### src/rtl/e203_ifu_flush_ctrl_pkg.sv
// Shared definitions for the IFU flush-redirect controller: PC width and FSM state encoding.
package e203_ifu_flush_ctrl_pkg;

    localparam int E203_PC_SIZE = 32;

    typedef enum logic [1:0] {
        IFC_IDLE     = 2'd0,
        IFC_DRAIN    = 2'd1,
        IFC_REDIRECT = 2'd2
    } ifc_state_e;

endpackage

### src/rtl/e203_ifu_flush_cnt.sv
// Saturating event counter used to count accepted pipeline flushes.
module e203_ifu_flush_cnt #(
    parameter int CNT_W = 16
) (
    input  logic             clk,
    input  logic             rst,
    input  logic             i_inc,
    output logic [CNT_W-1:0] o_count
);

    logic [CNT_W-1:0] r_count;
    logic             w_sat;

    assign w_sat   = &r_count;
    assign o_count = r_count;

    // NOTE: sequential state uses non-blocking assignments so every flop samples pre-edge values.
    always_ff @(posedge clk) begin
        if (rst) begin
            r_count <= '0;
        end else if (i_inc && !w_sat) begin
            r_count <= r_count + CNT_W'(1);
        end
    end

endmodule

### src/rtl/e203_ifu_flush_ctrl.sv
// Flush-redirect controller: accepts a commit flush, drains outstanding fetches while
// killing their responses, then hands the redirect PC to the PC generator.
module e203_ifu_flush_ctrl
    import e203_ifu_flush_ctrl_pkg::*;
#(
    parameter int PC_SIZE      = E203_PC_SIZE,
    parameter int USE_FLUSH_PC = 0,
    parameter int CNT_W        = 16
) (
    input  logic               clk,
    input  logic               rst,
    input  logic               pipe_flush_req,
    input  logic [PC_SIZE-1:0] pipe_flush_add_op1,
    input  logic [PC_SIZE-1:0] pipe_flush_add_op2,
    input  logic [PC_SIZE-1:0] pipe_flush_pc,
    output logic               pipe_flush_ack,
    input  logic               ifu_rsp_pending,
    output logic               ifu_hold,
    output logic               ifu_rsp_kill,
    output logic               redirect_valid,
    output logic [PC_SIZE-1:0] redirect_pc,
    input  logic               redirect_ready,
    output logic [CNT_W-1:0]   flush_count
);

    ifc_state_e         r_state;
    ifc_state_e         w_state_nxt;
    logic [PC_SIZE-1:0] r_pc;
    logic [PC_SIZE-1:0] w_target;
    logic               w_accept;

    // Adder carry is dropped on purpose: the target wraps modulo 2^PC_SIZE.
    assign w_target = (USE_FLUSH_PC != 0) ? pipe_flush_pc
                                          : (pipe_flush_add_op1 + pipe_flush_add_op2);
    assign w_accept    = pipe_flush_req & pipe_flush_ack;
    assign redirect_pc = r_pc;

    // NOTE: every output and next-state is defaulted first so no path leaves a latch.
    always_comb begin
        w_state_nxt    = r_state;
        pipe_flush_ack = 1'b0;
        ifu_hold       = 1'b1;
        ifu_rsp_kill   = 1'b1;
        redirect_valid = 1'b0;
        case (r_state)
            IFC_IDLE: begin
                pipe_flush_ack = 1'b1;
                ifu_hold       = 1'b0;
                ifu_rsp_kill   = 1'b0;
                if (pipe_flush_req) begin
                    w_state_nxt = IFC_DRAIN;
                end
            end
            IFC_DRAIN: begin
                if (!ifu_rsp_pending) begin
                    w_state_nxt = IFC_REDIRECT;
                end
            end
            IFC_REDIRECT: begin
                redirect_valid = 1'b1;
                if (redirect_ready) begin
                    w_state_nxt = IFC_IDLE;
                end
            end
            default: begin
                w_state_nxt = IFC_IDLE;
            end
        endcase
    end

    always_ff @(posedge clk) begin
        if (rst) begin
            r_state <= IFC_IDLE;
            r_pc    <= '0;
        end else begin
            r_state <= w_state_nxt;
            if (w_accept) begin
                r_pc <= w_target;
            end
        end
    end

    e203_ifu_flush_cnt #(
        .CNT_W (CNT_W)
    ) u_flush_cnt (
        .clk     (clk),
        .rst     (rst),
        .i_inc   (w_accept),
        .o_count (flush_count)
    );

endmodule

### config.mk
export PLATFORM = sky130hd
export DESIGN_NAME = e203_ifu_flush_ctrl
export DESIGN_NICKNAME = d
export VERILOG_FILES = /design/src/rtl/e203_ifu_flush_ctrl_pkg.sv /design/src/rtl/e203_ifu_flush_cnt.sv /design/src/rtl/e203_ifu_flush_ctrl.sv
export SDC_FILE = /design/constraint.sdc
export NUM_CORES = 1
export LEC_CHECK = 0
export BUFFER_PORTS_ARGS = -buffer_cell sky130_fd_sc_hd__buf_2
export CAP_MARGIN = 25
export CORE_ASPECT_RATIO = 0.8
export CORE_MARGIN = 3
export CORE_UTILIZATION = 40
export DETAILED_ROUTE_END_ITERATION = 7
export GPL_TIMING_DRIVEN = 0
export PLACE_DENSITY = 0.68
export SYNTH_ARGS = -nofsm -noshare
export SYNTH_HDL_FRONTEND = slang
export SYNTH_SLANG_ARGS = --single-unit
export TNS_END_PERCENT = 20
### constraint.sdc
create_clock -name clk -period 4.96 [get_ports clk]
set_input_delay 0.744 -clock clk [delete_from_list [all_inputs] [get_ports clk]]
set_output_delay 0.744 -clock clk [all_outputs]
set_load 0.03 [all_outputs]
Word-level counts from Yosys, hierarchy flattened
Cells that the tools add are included.
{"block": "totals", "out_inout_bits": 52, "ff_bits": 50}
{"block": "classes", "n_reduce_logical": 5, "muxes": 7, "eq_ne": 5, "n_bitwise": 1, "n_addsub": 2}
{"operator": "32-bit adder", "n": 1}
{"operator": "16-bit by 1-bit adder with 16-bit output, second input constant", "n": 1}
{"operator": "16-bit AND reduction", "n": 1}
{"operator": "2-bit 2-to-1 mux", "n": 3}
{"operator": "2-bit != test, second input constant", "n": 3}
{"operator": "2-bit one-hot mux with 3 select lines", "n": 1}
{"operator": "1-bit 2-to-1 mux", "n": 3}
{"operator": "3-bit AND reduction", "n": 1}
{"operator": "2-bit by 1-bit == test with 1-bit output, second input constant", "n": 1}
{"operator": "2-bit == test, second input constant", "n": 1}
{"operator": "2-bit zero test", "n": 1}
{"operator": "1-bit AND", "n": 1}
{"operator": "1-bit logical AND", "n": 1}
{"operator": "1-bit zero test", "n": 1}

Logic depth before layout (Yosys ltp)
{"block": "depth", "word_depth": 4, "mapped_depth": 9, "ltp_nobuf": 9}

By module
From an unflattened synthesis, not the netlist that was laid out.
{"block": "unflattened", "hier_cells": 474, "hier_area_um2": 3824.9}
{"module": "e203_ifu_flush_ctrl", "cells_each": 378, "n_inst": 1, "area_each_um2": 2991.6}
{"module": "e203_ifu_flush_cnt", "cells_each": 96, "n_inst": 1, "area_each_um2": 833.3}

Worst setup path after synthesis
Ideal clock, no wire load.
{"block": "synth_timing", "path_type": "input -> register", "from": "input pipe_flush_add_op1[0]", "to": "register r_pc[28], in the netlist redirect_pc[28]", "arrival_ns": 2.802, "slack_ns": 2.041, "setup_time_ns": 0.117, "path_stages": 9, "required_ns": 4.843, "path_buffers": 0, "cell_sequence": "ha_1 > fa_1 > a211oi_2 > o21bai_1 > a31o_1 > o211ai_2 > nor4_1 > or3_1 > a32o_1"}
{"block": "synth_via", "elab_chain_len": 1}
{"item": "from (decl)", "line_no": "e203_ifu_flush_ctrl.sv:13", "rtl": "input logic [PC_SIZE-1:0] pipe_flush_add_op1,"}
{"item": "32-bit adder", "line_no": "e203_ifu_flush_ctrl.sv:34", "rtl": ": (pipe_flush_add_op1 + pipe_flush_add_op2);"}
{"item": "to (signal assigned)", "line_no": "e203_ifu_flush_ctrl.sv:78", "rtl": "r_pc <= w_target;"}
{"item": "to (decl)", "line_no": "e203_ifu_flush_ctrl.sv:28", "rtl": "logic [PC_SIZE-1:0] r_pc;"}
No other way between the ends.
A chain may end at the register's enable or synchronous reset.

Worst setup path after layout
Same ends and word-level chain as after synthesis.

==> impl_metrics.toml <==
[synth]
ys_warn_count = 0
syn_area_mm2 = 0.00374
synthFlopType = "dfxtp_1"
syn_area_per_cell_um2 = 7.97
yosysSeqAreaShare_pct = 26.8
synth.distinct_cells = 60
synth_edf_count = 0
synth_cells = 469
synth-seq-cells = 50
synth_nets = 603
async_flop_share_pct = 0

[power_and_ir_drop]
switchingPower_uw = 462
ir_drop_mv = 0.175
power_leakage_uw = 0.00214
power_frac_comb_pct = 35.8
pwr-share-seq_pct = 35.8
p_per_area_mw_per_mm2 = 272
p_int_uw = 794
p_total_uw = 1260
netSwitchingFraction_pct = 36.8
p_clk_share_pct = 28.5

[job]
maxCapViolCount = 0

[sta]
min_period_ns = 3.01
slew_violations = 0
fmax_ghz = 0.332
hold_violations = 0
min_period_over_period_pct = 60.7
finalClockSkew_ns = 0.00683
setup_viol = 0
rsz0062_at_grt = "false"
max-slew-margin-rel_pct = 60.7
fin_tns_setup_ns = 0
whs_ns = 0.451
tightest_slew_ns = 0.590

[global_routing]
grt_pass1_vias = 3711
grt_pass1_wl_um = 17400
antenna_found_initial = 0
grt-ovfl-total = 0
grt_max_degree = 19
track_usage_pct = 19.9

[critical_path]
crit_arrival_ns = 3.20
cp-end-kind = "flop"
cp_top_family = "compound AO/OA/AOI/OAI gates"
slowest_stage = "fa_1"
cp_num_buf_inv = 1
slowest_delay_ns = 0.45
required_ns = 5.15
cp_cell_sequence = "buf_2, ha_1, fa_1, a211oi_2, o21bai_1, a31o_1, o211ai_2, nor4_1, or3_1, a32o_1"
cp_max_fo = 5
cp-start-kind = "input port"
worstSetupPathType = "in -> reg"
rrSetupSlack_ns = 2.99

[final_layout]
fillers = 922
n_antenna_cell = 0
syn_to_final_growth_pct = 23.7
drive_gt1_share_pct = 25.2
nets = 729

[drt]
detail-route-antenna-nets = 0
routedWlPerCell_um = 15.1
routed-via-count = 3928
drt_first_pass_iters = 4
drcViolationCount = 0
drt_iter0_markers = 176
via_per_inst = 5.55
drt-total-wl_um = 10700

[die]
ios = 153
core_mm2 = 0.00878
die_h_um = 92.5
die_w_um = 114
initial_core_util_pct = 42.6
dieArea_mm2 = 0.0105
rows = 30

[placed_design]
hpwlAfterDp_um = 8690
portBuffers = 119
gp_congestion = 0.941

[clock_network]
cts_max_level = 2
clock_sinks = 50
cts_buffers = 5
cts.path.max_buffers = 2
postCtsSetupBuffers = 0
cts_hold_buf = 0
cts.reportedPaths.clkPinSlew_ns = 0.07
cts_resized = 0
root_buffer = "clkbuf_16"
cts_tree = "built"
clock_latency_ns = 0.29

[status]
status = "finished, final reports clean"

[hold_path]
hold_class = "reg -> reg"
[cells in the final DEF (no fill, tap or decap), types with 5 or more instances in the layout]
cell type / count
inv_1: 12
nand2_1: 49
xnor2_1: 15
dfxtp_1: 50
nand3_1: 9
ha_1: 32
nand4_1: 14
clkbuf_16: 5
a21o_1: 11
o21bai_1: 6
a22o_1: 10
a211oi_1: 12
a31oi_1: 5
o21ai_1: 7
a21oi_1: 44
nor3_1: 10
o21ai_0: 18
and3_1: 11
clkbuf_1: 14
buf_2: 125
xor2_1: 17
or3_1: 7
nor2_1: 38
and2_1: 5
o211ai_1: 5
[through the flow]
stage          cells  cell area, um^2  setup WS, ns  util, %
6_report         708             4630          1.95     52.7
5_1_grt          708             4630          1.78     52.7
4_1_cts          708             4630          1.98     52.7
3_5_place_dp     700             4470          1.69     50.9
3_3_place_gp     700             4470          1.65     50.9
2_1_floorplan    469             3740          2.04        -
[worst min-delay path, delay by kind of cell, from the launching register on]
| kind | cells | cell delay, ns |
|---|---|---|
| flip-flops | 1 | 0.31 |
| AO/OA/AOI/OAI | 1 | 0.05 |
| AND/OR/NAND/NOR | 1 | 0.05 |
[power groups by stage]
stage / clock, uW / sequential [uW] / combinational, uW
floorplan: 0 / 515 / 262
global route: 379 / 454 / 497
CTS: 367 / 450 / 449
global placement: 0 / 458 / 442
finish: 358 / 449 / 449
detailed placement: 0 / 459 / 446
[routing by layer]
layer / track usage (%) / share of wire (%)
met1: 28.9 / 49
met3: 3.20 / 6.9
met5: 0 / 0
met4: 3.17 / 0.76
met2: 31.4 / 43
[synth_stat cells (all sizes together), types with 2 or more instances]
cell	n	share of area (%)
dfxtp	50	27
nand2	50	5.1
a21oi	45	6.1
nor2	38	3.8
ha	32	11
o21ai	25	3.3
xor2	17	4.0
xnor2	15	3.5
a211oi	14	3.1
clkbuf	14	1.4
nand4	14	2.3
a21o	12	2.4
and3	12	2.1
inv	12	1.2
buf	11	1.8
a22o	10	2.3
nor3	10	1.3
nand3	9	1.2
or3	7	1.2
a31oi	6	1.2
and2	6	1.0
o211ai	6	1.3
o21bai	6	1.2
a211o	4	0.94
mux2i	4	1.1
nor2b	4	0.67
nor3b	4	0.80
a32o	3	0.80
and4	3	0.70
nor4	3	0.50
o21a	3	0.60
a21boi	2	0.50
a22oi	2	0.40
a311oi	2	0.64
a31o	2	0.47
nand3b	2	0.40
o31ai	2	0.40
[sequential cells by signal, indices dropped and copies added (netlist names)]
| name | flops |
|---|---|
| redirect_pc | 32 |
| u_flush_cnt.o_count | 16 |
| r_state | 2 |
[cell type report]
type,instances,area [um^2],share of cell area (%)
buffer,25,120,2.60
clock buffer,5,125,2.70
clock inverter,3,26.3,0.568
inverter,12,45.0,0.974
multi-input combinational,382,2570,55.6
sequential,50,1000,21.6
tap,112,140,3.03
timing repair buffer,119,596,12.9
[logic make-up (layout without fill, tap and decap cells)]
group	count (synthesis)	count (layout)	share of synthesized area (%)
DFF	50	50	26.8
AOI/OAI and AO/OA	149	149	27.5
adders and majority gates	33	33	11.2
xor gates and xnor gates	32	32	7.50
and+or+nand+nor	164	164	21.5
muxes	4	4	1.07
buffers and inverters	37	164	4.42
[path summary, 6_finish.rpt]
kind / startpoint / end / cells after the start
setup reg to reg: r_state[0] / redirect_pc[29] / 7
hold reg to reg: redirect_pc[6] / redirect_pc[6] / 2
setup / recovery: pipe_flush_add_op1[0] / redirect_pc[28] / 10
hold / removal: redirect_pc[6] / redirect_pc[6] / 2
(Power assumes the default switching activity.)
